File: config.mk
export PLATFORM = sky130hd
export DESIGN_NAME = phy_lane_stimgen
export DESIGN_NICKNAME = d
export VERILOG_FILES = /design/src/rtl/phy_lane_stimgen.sv
export SDC_FILE = /design/constraint.sdc
export NUM_CORES = 1
export LEC_CHECK = 0
export ABC_CLOCK_PERIOD_IN_PS = 5100
export BUFFER_PORTS_ARGS = -buffer_cell sky130_fd_sc_hd__buf_2
export CELL_PAD_IN_SITES_DETAIL_PLACEMENT = 0
export CELL_PAD_IN_SITES_GLOBAL_PLACEMENT = 2
export CORE_MARGIN = 1.5
export CORE_UTILIZATION = 36
export DETAILED_ROUTE_END_ITERATION = 10
export GPL_TIMING_DRIVEN = 0
export PLACE_DENSITY = 0.83
export SETUP_SLACK_MARGIN = 0.5
export SYNTH_ARGS = -nofsm -noshare
export SYNTH_HDL_FRONTEND = slang
export SYNTH_SLANG_ARGS = --single-unit
export TNS_END_PERCENT = 20
File: constraint.sdc
create_clock -name i_clk32f -period 5.1 [get_ports i_clk32f]
set_clock_uncertainty 0.1 [all_clocks]
set_input_delay 0.765 -clock i_clk32f [delete_from_list [all_inputs] [get_ports i_clk32f]]
set_output_delay 0.765 -clock i_clk32f [all_outputs]
set_load 0.02 [all_outputs]
File: src/rtl/phy_lane_stimgen.sv
// Lane stimulus generator: power-of-two rate strobes derived from one clock, and a
// comma preamble followed by a programmable data burst on LANES x WIDTH lanes.
module phy_lane_stimgen #(
    parameter int unsigned LANES    = 4,
    parameter int unsigned WIDTH    = 8,
    parameter int unsigned DIV_LOG2 = 5,
    parameter int unsigned SYNC_LEN = 4,
    parameter logic [7:0]  COMMA    = 8'hBC,
    parameter logic [15:0] SEED     = 16'hACE1
) (
    input  logic                   i_clk32f,
    input  logic                   i_reset,
    input  logic                   i_start,
    input  logic [1:0]             i_mode,
    input  logic [2:0]             i_rate_sel,
    input  logic [15:0]            i_burst_len,
    input  logic [LANES-1:0]       i_lane_mask,
    output logic [DIV_LOG2:0]      o_ce,
    output logic [LANES*WIDTH-1:0] o_data_out,
    output logic [LANES-1:0]       o_valid_out,
    output logic                   o_busy,
    output logic                   o_done
);

    localparam logic [15:0] SYNC_LAST = 16'(SYNC_LEN - 1);
    localparam logic [2:0]  RATE_MAX  = 3'(DIV_LOG2);

    typedef enum logic [1:0] {
        ST_IDLE = 2'd0,
        ST_SYNC = 2'd1,
        ST_DATA = 2'd2,
        ST_DONE = 2'd3
    } state_t;

    // Taps 16,14,13,11 of the Fibonacci polynomial, shifted left with feedback into bit 0.
    function automatic logic [15:0] lfsr_next(input logic [15:0] s);
        return {s[14:0], s[15] ^ s[13] ^ s[12] ^ s[10]};
    endfunction

    function automatic logic [WIDTH-1:0] lane_word(
        input logic [1:0]  mode,
        input logic [15:0] idx,
        input int unsigned lane,
        input logic [15:0] lfsr
    );
        logic [31:0]      lin;
        logic [15:0]      rot;
        logic [WIDTH-1:0] one_hot;
        int unsigned      pos;
        lin     = (32'(idx) * LANES) + lane;
        rot     = (lfsr << lane) | (lfsr >> (32'd16 - lane));
        pos     = (32'(idx) + lane) % WIDTH;
        one_hot = {{(WIDTH-1){1'b0}}, 1'b1} << pos;
        case (mode)
            2'd0:    return lin[WIDTH-1:0];
            2'd1:    return SEED[WIDTH-1:0];
            2'd2:    return rot[WIDTH-1:0];
            2'd3:    return one_hot;
            default: return '0;
        endcase
    endfunction

    logic [DIV_LOG2-1:0]    r_div_cnt;
    state_t                 r_state;
    logic [1:0]             r_mode;
    logic [2:0]             r_rate;
    logic [15:0]            r_len;
    logic [LANES-1:0]       r_mask;
    logic [15:0]            r_cnt;
    logic [15:0]            r_lfsr;
    logic [LANES*WIDTH-1:0] r_data;
    logic [LANES-1:0]       r_valid;
    logic                   r_busy;
    logic                   r_done;

    logic [2:0]             w_rate_clamped;
    logic                   w_stb;
    logic [LANES*WIDTH-1:0] w_comma_word;
    logic [LANES*WIDTH-1:0] w_data_word;

    // Free-running divider counter that all rate strobes decode from.
    always_ff @(posedge i_clk32f) begin
        if (i_reset) begin
            r_div_cnt <= '0;
        end else begin
            r_div_cnt <= r_div_cnt + DIV_LOG2'(1);
        end
    end

    assign o_ce[0] = 1'b1;
    for (genvar g = 1; g <= DIV_LOG2; g++) begin : g_ce
        assign o_ce[g] = &r_div_cnt[g-1:0];
    end

    assign w_rate_clamped = (i_rate_sel > RATE_MAX) ? RATE_MAX : i_rate_sel;
    assign w_stb          = o_ce[r_rate];

    for (genvar g = 0; g < LANES; g++) begin : g_lane
        assign w_comma_word[g*WIDTH +: WIDTH] = WIDTH'(COMMA);
        assign w_data_word[g*WIDTH +: WIDTH]  = lane_word(r_mode, r_cnt, 32'(g), r_lfsr);
    end

    // Burst sequencer; r_cnt counts commas in SYNC and is the word index in DATA.
    always_ff @(posedge i_clk32f) begin
        if (i_reset) begin
            r_state <= ST_IDLE;
            r_mode  <= 2'd0;
            r_rate  <= 3'd0;
            r_len   <= 16'd0;
            r_mask  <= '0;
            r_cnt   <= 16'd0;
            r_lfsr  <= SEED;
            r_data  <= '0;
            r_valid <= '0;
            r_busy  <= 1'b0;
            r_done  <= 1'b0;
        end else begin
            r_done <= 1'b0;
            case (r_state)
                ST_IDLE: begin
                    if (i_start) begin
                        r_mode  <= i_mode;
                        r_rate  <= w_rate_clamped;
                        r_len   <= i_burst_len;
                        r_mask  <= i_lane_mask;
                        r_cnt   <= 16'd0;
                        r_lfsr  <= SEED;
                        r_busy  <= 1'b1;
                        r_state <= ST_SYNC;
                    end
                end
                ST_SYNC: begin
                    if (w_stb) begin
                        r_data  <= w_comma_word;
                        r_valid <= r_mask;
                        if (r_cnt == SYNC_LAST) begin
                            r_cnt   <= 16'd0;
                            r_state <= (r_len == 16'd0) ? ST_DONE : ST_DATA;
                        end else begin
                            r_cnt <= r_cnt + 16'd1;
                        end
                    end
                end
                ST_DATA: begin
                    if (w_stb) begin
                        r_data  <= w_data_word;
                        r_valid <= r_mask;
                        r_lfsr  <= lfsr_next(r_lfsr);
                        r_cnt   <= r_cnt + 16'd1;
                        if (r_cnt == (r_len - 16'd1)) begin
                            r_state <= ST_DONE;
                        end
                    end
                end
                ST_DONE: begin
                    if (w_stb) begin
                        r_data  <= '0;
                        r_valid <= '0;
                        r_done  <= 1'b1;
                        r_busy  <= 1'b0;
                        r_state <= ST_IDLE;
                    end
                end
                default: begin
                    r_state <= ST_IDLE;
                end
            endcase
        end
    end

    assign o_data_out  = r_data;
    assign o_valid_out = r_valid;
    assign o_busy      = r_busy;
    assign o_done      = r_done;

endmodule

==> impl_metrics.yaml, run 1 <==
route:
  ant_nets: 0
  wl_per_cell_um: 17.2
  firstDrtPassIters: 5
  drcViolationCount: 0
  wl_um: 16400
  post_drt_via_cell_ratio: 5.38
  vias: 5127
  drt-initial-drc-count: 366
yosys:
  synth_top_area_cell: "dfxtp_1"
  synth_seq_cells: 102
  ys.flop_type: "dfxtp_1"
  netlist_area_um2: 5340
  synth_edf_count: 0
  avgSynthCellArea_um2: 7.80
  synthCells: 685
  synth_nets: 732
  ys_top_cells_by_area: "dfxtp_1 38%, a21oi_1 6.8%, nand2_1 6.4%"
  yosysWarnings: 0
  synth_seq_area_share_pct: 38.2
  netlist.area_leader.share_pct: 38.2
  async_reset_ff_share_pct: 0
  post_synth_num_cell_types: 71
timing:
  worst_pin_slew_ns: 0.930
  fmax_ghz: 0.294
  slew_headroom_pct: 37.4
  setup-tns-final_ns: 0
  finalCriticalPeriod_ns: 3.40
  finalSetupViolations: 0
  rsz0062_at_grt: "no"
  report.final.slew_viol_count: 0
  finalHoldViolCount: 0
  timing.final.crit_share_pct: 66.7
hold_path:
  hold_path_class: "flop to flop"
  hold_depth: 2
cts:
  clk_latency_ns: 0.36
  cts_setup_buffers: 0
  cts_hold_buf: 0
  cts-resized-gates: 0
  cts.clk_slew.worst_paths_ns: 0.07
  ctsRootBufferMaster: "clkbuf_16"
  cts.sinks: 102
  clock_path_buffers: 2
  cts_made_buffers: 9
  htreeDepth: 3
  cts_tree: "done"
setup_path:
  crit_path_max_incr_delay_ns: 0.58
  worst_setup_path_start_kind: "flop"
  crit_chain: "inv_1 -> ha_1 -> nor3b_2 -> a31oi_1 -> or4b_1 -> or4_1 -> or4_4 -> a21bo_1 -> a21oi_2"
  slowest_stage: "or4_4"
  rr_worst_depth: 9
  crit_required_ns: 5.29
  path_class: "flop to flop"
  arrival_ns: 3.60
  end_kind: "flop"
  crit_fanout: 6
die:
  chipHeight_um: 125
  core_um2: 14500
  ioPinCount: 72
  start_util_pct: 36.8
  die-area_um2: 15600
  rows: 44
  chipWidth_um: 125
final_layout:
  n_antenna_cell: 0
  fin_area_um2: 6190
  multi_input_comb_area_um2: 3020
  finish.utilization_pct: 42.6
  layout_common_cells: "102 x dfxtp_1, 91 x nand2_1, 74 x nor2_1, 73 x a21oi_1, 69 x buf_2"
  seq_area_um2: 2040
  nets: 812
  layout_commonest_cell: "dfxtp_1"
  fill_cells: 1528
  area_delta_synth_final_pct: 15.8
  drive_gt1_share_pct: 14.0
global_routing:
  grt_pass1_wl_um: 26800
  grt_max_degree: 16
  overflow: 0
  grt_antenna_before_repair: 0
  grtUsageTotal_pct: 21.5
  grt_pass1_vias: 4972
placement:
  portBuffers: 69
  place_area_um2: 5920
  place.gp.congestion: 0.871
  dp_hpwl_um: 12300
pwr:
  p_per_area_nw_per_um2: 496
  peakVddDrop_mv: 0.274
  leakage_nw: 2.45
run_status:
  status: "complete, no violations"
run:
  cap_viol_max_count: 0
## final timing paths
kind | from | endpoint | slack, ns
worst max-delay path | r_len[0] | r_state[1] | 1.70
worst min-delay path | o_data_out[1] | o_data_out[1] | 0.35
worst max register to register | r_len[0] | r_state[1] | 1.70
worst min register to register | o_data_out[1] | o_data_out[1] | 0.35
## where the power goes
group | switching [W] | internal, W
Sequential | 0.000111 | 0.000928
Combinational | 0.000911 | 0.000470
Clock | 0.000307 | 0.000342
## worst max-delay path: cells and delay by family, from the launching register on
family | cells | cell delay (ns)
simple gates | 4 | 2.08
buf+inv | 1 | 0.09
flops | 1 | 0.39
fa+ha+maj | 1 | 0.20
compound gates | 3 | 0.48
## layout make-up
class	count	area share [%]
buffer	45	3.28
clock buffer	12	3.98
clock inverter	3	0.344
inverter	20	1.21
multi-input combinational	518	48.9
sequential	102	33.0
tap	184	3.72
timing repair buffer	69	5.58
## cells in the mapped netlist, drive strengths merged (4+ instances only)
| library cell | n |
|---|---|
| dfxtp | 102 |
| clkbuf | 40 |
| nand2 | 91 |
| ha | 19 |
| nor4 | 7 |
| inv | 20 |
| a21oi | 74 |
| and3 | 4 |
| nand2b | 8 |
| nand4 | 5 |
| nor3 | 40 |
| nor2b | 10 |
| a211oi | 8 |
| xor2 | 14 |
| nand3 | 36 |
| a22oi | 5 |
| or4 | 4 |
| xnor2 | 20 |
| o21ai | 19 |
| buf | 5 |
| o21bai | 6 |
| nor2 | 74 |
| nor3b | 4 |
| or2 | 5 |
| a31oi | 13 |
## routing by layer
layer | vias up | track usage, % | wire (µm)
li1 | 2553 | - | -
met1 | 2434 | 31.1 | 8250
met2 | 126 | 32.6 | 7010
met3 | 14 | 3.74 | 842
met4 | 0 | 6.95 | 249
met5 | - | 0 | 0
## registers in the layout, indices dropped and copies added, names as in the netlist, 3 cells and up
register     cells
r_cnt           16
r_len           16
r_rate           3
r_mask           4
o_data_out      32
r_lfsr          16
r_div_cnt        5
o_valid_out      4
## cells by family (layout without fill, tap and decap cells)
family	count (synthesis)	in the layout	share of synthesized area, %
adder cells (fa/ha/maj)	19	19	4.45
other	1	1	0.0702
XOR/XNOR	34	34	5.57
AO/OA/AOI/OAI	158	158	18.3
AND/OR/NAND/NOR	303	303	27.4
flip-flops	102	102	38.2
multiplexers	3	3	0.796
buffers and inverters	65	149	5.20
## through the flow
step	worst slack (ns)	total power, W	hold slack (ns)	instances
after detailed placement	1.73	0.00243	0.347	938
after global routing	1.31	0.00330	0.386	953
after floorplan	1.95	0.00202	0.332	685
after CTS	1.70	0.00309	0.357	953
final	1.70	0.00307	0.352	953
after global placement	1.74	0.00241	0.339	938
Power figures use the tool's default switching activity.
==> inputs of run 2 (changes only) <==
ABC_AREA = 1   (was default)
ABC_CLOCK_PERIOD_IN_PS = 3000   (was 5100)
CORE_UTILIZATION = 29   (was 36)
PLACE_DENSITY = 0.75   (was 0.83)
clock period = 3 ns   (was 5.1 ns; I/O delays follow)
==> impl_metrics.yaml, run 2 <==
yosys:
  synth_top_area_cell: "dfxtp_1"
  yosysWarnings: 0
  synth_seq_area_share_pct: 37.3
  async_reset_ff_share_pct: 0
  netlist.area_leader.share_pct: 37.3
  synth_nets: 847
  post_synth_num_cell_types: 39
  synthCells: 800
  post-synth-top-count-cell: "nand2_1"
  synth_seq_cells: 102
  netlist_area_um2: 5480
  avgSynthCellArea_um2: 6.84
  ys.flop_type: "dfxtp_1"
  synth_commonest_cells: "137 x nand2_1, 102 x dfxtp_1, 98 x a21oi_1"
  ys_top_cells_by_area: "dfxtp_1 37%, nand2_1 9.4%, a21oi_1 9.0%"
  synth_edf_count: 0
setup_path:
  end_kind: "flop"
  worst_setup_path_start_kind: "flop"
  path_class: "flop to flop"
  crit_family: "buffers and inverters"
  arrival_ns: 2.45
  crit_chain: "inv_1 -> ha_1 -> buf_2 -> inv_1 -> clkbuf_2 -> clkbuf_1 -> a21oi_1 -> nand3_1 -> a21oi_1"
  crit_buf_inv: 5
  crit_path_max_incr_delay_ns: 0.46
  slowest_stage: "dfxtp_1"
  crit_fanout: 10
  crit_required_ns: 3.12
timing:
  rsz0062_at_grt: "yes"
  timing.final.crit_share_pct: 77.8
  finalCriticalPeriod_ns: 2.33
  finalSetupViolations: 0
  slew_headroom_pct: 46.9
  finalHoldViolCount: 0
  setup-tns-final_ns: 0
  report.final.slew_viol_count: 0
  fmax_ghz: 0.429
  worst_pin_slew_ns: 0.797
die:
  die-area_um2: 19700
  rows: 50
  start_util_pct: 29.5
  chipWidth_um: 140
  chipHeight_um: 140
  core_um2: 18600
  ioPinCount: 72
placement:
  dp_hpwl_um: 13500
  portBuffers: 70
  place_area_um2: 6120
  place.gp.congestion: 0.868
global_routing:
  grt_max_degree: 18
  grt_pass1_vias: 5190
  grt_antenna_before_repair: 0
  grt_pass1_wl_um: 28500
  overflow: 0
  grtUsageTotal_pct: 18.7
cts:
  htreeDepth: 3
  ctsRootBufferMaster: "clkbuf_16"
  cts.sinks: 102
  cts_tree: "done"
  cts.clk_slew.worst_paths_ns: 0.07
  cts_made_buffers: 9
  clock_path_buffers: 2
  clk_latency_ns: 0.36
  cts_hold_buf: 0
pwr:
  leakage_nw: 2.83
  p_per_area_nw_per_um2: 929
  peakVddDrop_mv: 0.308
final_layout:
  largest_reg_flops: 32
  nets: 935
  layout_commonest_cell: "nand2_1"
  area_delta_synth_final_pct: 19.1
  multi_input_comb_area_um2: 3010
  layout_common_cells: "136 x nand2_1, 98 x dfxtp_1, 97 x a21oi_1, 96 x nor2_1, 80 x nand3_1"
  drive_gt1_share_pct: 15.2
  n_antenna_cell: 0
  fill_cells: 2053
  seq_area_um2: 2050
  fin_area_um2: 6520
route:
  wl_um: 18200
  drt-initial-drc-count: 320
  ant_nets: 0
  drcViolationCount: 0
  post_drt_via_cell_ratio: 4.88
  wl_per_cell_um: 16.1
  vias: 5503
  firstDrtPassIters: 6
hold_path:
  hold_path_class: "input port to flop"
run_status:
  status: "complete, no violations"
run:
  cap_viol_max_count: 0
## run 2: cell types whose count changed in the layout (fill, tap and decap cells not counted), moves of 12 or more
cell | before | now
a21oi_1 | 73 | 97
a31oi_1 | 13 | 1
clkbuf_1 | 40 | 19
inv_1 | 20 | 68
nand2_1 | 91 | 136
nand3_1 | 36 | 80
nor2_1 | 74 | 96
nor3_1 | 39 | 6
o21ai_0 | 19 | 64
o21ai_1 | 0 | 19
xnor2_1 | 20 | 8
## run 2: cell type report
class / count / share of cell area (%)
multi-input combinational: 586 / 46.1
sequential: 102 / 31.4
timing repair buffer: 76 / 6.25
inverter: 76 / 4.49
tap: 234 / 4.49
clock buffer: 10 / 3.51
buffer: 36 / 2.93
clock inverter: 6 / 0.710
timing repair inverter: 1 / 0.0959
## run 2: worst min-delay path: stages
cell	delay, ns
buf_2	0.07
o21ai_0	0.07
nor2_1	0.08
## run 2: logic make-up after synthesis
kind of cell             count (synthesis)  synth area share (%)
AND/OR/NAND/NOR                        350                  27.9
buffers and inverters                  112                  8.46
adder cells (fa/ha/maj)                 19                  4.34
flip-flops                             102                  37.3
XOR/XNOR                                21                  3.36
other                                    1                0.0685
AO/OA/AOI/OAI                          195                  18.6
## run 2: power breakdown
| part | internal (W) | switching (W) |
|---|---|---|
| Clock | 0.000572 | 0.000578 |
| Combinational | 0.000983 | 0.00195 |
| Sequential | 0.00171 | 0.000271 |
| Total | 0.00326 | 0.00280 |
## run 2: worst paths after layout
check                      start      endpoint  slack [ns]  cells after the start
setup / recovery      r_state[0]     r_cnt[11]        0.67                      9
hold / removal    i_burst_len[6]      r_len[6]        0.25                      3
setup reg to reg      r_state[0]     r_cnt[11]        0.67                      9
hold reg to reg     r_div_cnt[0]  r_div_cnt[0]        0.36                      1
## run 2: metal layers
metal | GRT usage, % | share of wire (%) | vias up
met5 | 0 | 0 | -
met4 | 4.43 | 1.2 | 0
met3 | 3.38 | 4.1 | 14
met2 | 28.9 | 43 | 108
met1 | 26.8 | 52 | 2543
li1 | - | - | 2838
## run 2: what timing repair did
action	4_1_cts	5_1_grt
gates cloned	0	1
setup buffers	0	6
pin swaps	0	2
gates resized for setup	5	21
endpoints found under the setup margin	33	77
## run 2: metrics by stage
stage | std cells | hold WS [ns] | total power [W] | setup slack [ns] | utilization (%)
final | 1127 | 0.251 | 0.00606 | 0.667 | 35.1
after global routing | 1127 | 0.265 | 0.00655 | 0.446 | 35.1
after CTS | 1120 | 0.237 | 0.00597 | 0.473 | 34.5
after detailed placement | 1104 | 0.357 | 0.00476 | 0.271 | 32.9
after global placement | 1104 | 0.344 | 0.00478 | 0.264 | 32.9
after floorplan | 800 | 0.325 | 0.00391 | 0.501 | -
==> inputs of run 3 (changes only) <==
ABC_CLOCK_PERIOD_IN_PS = 2200   (was 3000)
CORE_UTILIZATION = 32   (was 29)
PLACE_DENSITY = 0.78   (was 0.75)
clock period = 2.2 ns   (was 3 ns; I/O delays follow)
==> impl_metrics.yaml, run 3 (synthesis gave the netlist of run 2 again) <==
run_status:
  status: "complete, no violations"
timing:
  finalSetupViolations: 0
  worst_pin_slew_ns: 0.721
  fmax_ghz: 0.466
  finalHoldViolCount: 0
  timing.final.crit_share_pct: 97.6
  holdWs_ns: 0.109
  slew_headroom_pct: 51.9
  finalCriticalPeriod_ns: 2.15
  report.final.slew_viol_count: 0
  setup-tns-final_ns: 0
  rsz0062_at_grt: "yes"
global_routing:
  grt_antenna_before_repair: 0
  grt_max_degree: 20
  grtUsageTotal_pct: 20.6
  grt_pass1_wl_um: 28600
  overflow: 0
  grt_pass1_vias: 5233
setup_path:
  crit_path_max_incr_delay_ns: 0.36
  crit_fanout: 10
  end_kind: "flop"
  crit_family: "simple AND/OR/NAND/NOR gates"
  worst_setup_path_start_kind: "flop"
  crit_required_ns: 2.34
  crit_buf_inv: 4
  path_class: "flop to flop"
  slowest_stage: "dfxtp_4"
  crit_chain: "ha_4 -> nand3_4 -> inv_4 -> ha_4 -> nor2_2 -> nor2_1 -> o211ai_1 -> nand2_2 -> a21oi_4 -> inv_4 -> nand3_4 -> inv_8 -> buf_8 -> o21ai_1 -> a21oi_1"
  arrival_ns: 2.29
die:
  ioPinCount: 72
  chipHeight_um: 134
  start_util_pct: 32.9
  rows: 47
  core_um2: 16600
  chipWidth_um: 134
  die-area_um2: 17900
pwr:
  finalPower_w: 0.00901
  p_per_area_nw_per_um2: 1270
  peakVddDrop_mv: 0.617
  leakage_nw: 3.05
hold_path:
  hold_path_class: "input port to flop"
route:
  drcViolationCount: 0
  drt-initial-drc-count: 271
  vias: 5599
  ant_nets: 0
  wl_per_cell_um: 16.1
  wl_um: 18200
  firstDrtPassIters: 5
  post_drt_via_cell_ratio: 4.95
final_layout:
  drive_gt1_share_pct: 23.4
  finish.utilization_pct: 42.5
  layout_common_cells: "126 x nand2_1, 96 x dfxtp_1, 90 x a21oi_1, 87 x nor2_1, 78 x nand3_1"
  area_delta_synth_final_pct: 29.3
  layout_commonest_cell: "nand2_1"
  largest_reg_flops: 32
  n_antenna_cell: 0
  nets: 953
cts:
  cts_hold_buf: 0
  clk_latency_ns: 0.36
  cts_made_buffers: 9
  htreeDepth: 3
  cts.sinks: 102
  ctsRootBufferMaster: "clkbuf_16"
  cts.clk_slew.worst_paths_ns: 0.08
  cts_tree: "done"
  clock_path_buffers: 2
placement:
  portBuffers: 70
  dp_hpwl_um: 13600
  place.gp.congestion: 0.829
run:
  cap_viol_max_count: 0
-- run 3: changes by cell type in the layout (fill, tap and decap cells not counted), moves of 7 or more --
cell	before	now
o21ai_0	64	45
buf_4	7	20
o21ai_2	1	13
nand2_1	136	126
nor2_1	96	87
a21oi_1	97	90
buf_6	3	10
clkbuf_1	19	12
-- run 3: final cells by class --
type                            instances  area (µm²)
Fill cell                            1774        9560
Multi-Input combinational cell        586        3260
Sequential cell                       102        2060
Timing Repair Buffer                   95         609
Inverter                               76         318
Tap cell                              220         275
Buffer                                 36         262
Clock buffer                            9         225
Clock inverter                          7        66.3
-- run 3: stage by stage --
stage	std cells	cell area (µm²)	setup slack [ns]
6_report	1131	7080	0.0527
2_1_floorplan	800	5540	0.123
4_1_cts	1127	6830	0.0504
3_3_place_gp	1090	6160	-0.362
3_5_place_dp	1090	6160	-0.386
5_1_grt	1131	7080	-0.113
-- run 3: power by group --
part	switching, W	total (W)	internal, W
registers	0.000403	0.00274	0.00233
clock network	0.000796	0.00159	0.000794
logic	0.00290	0.00468	0.00178
total	0.00410	0.00901	0.00491
-- run 3: worst reg2reg max path: stages, from the launching register on --
cell and delay (ns):
dfxtp_4 0.36, ha_4 0.17, nand3_4 0.06, inv_4 0.04
ha_4 0.15, nor2_2 0.09, nor2_1 0.04, o211ai_1 0.09
nand2_2 0.15, a21oi_4 0.18, inv_4 0.07, nand3_4 0.12
inv_8 0.08, buf_8 0.15, o21ai_1 0.12, a21oi_1 0.06
-- run 3: worst paths after layout --
path | depth (start not counted) | endpoint | start | slack, ns
max reg2reg | 15 | o_data_out[31] | r_div_cnt[0] | 0.05
min | 3 | r_len[8] | i_burst_len[8] | 0.11
max | 15 | o_data_out[31] | r_div_cnt[0] | 0.05
min reg2reg | 2 | o_data_out[30] | o_data_out[30] | 0.37
-- run 3: what timing repair did --
| item | in CTS | in global routing |
|---|---|---|
| gates resized for setup | 73 | 75 |
| gates cloned | 3 | 1 |
| setup endpoints to repair | 99 | 100 |
| pin swaps | 18 | 15 |
| buffers inserted | 18 | 3 |
-- run 3: routing by layer --
layer	vias to the layer above	GRT usage (%)	routed length (µm)
met5	-	0	0
met4	0	5.50	212
met3	11	3.29	714
met2	96	30.8	7800
met1	2621	30.5	9450
li1	2871	-	-
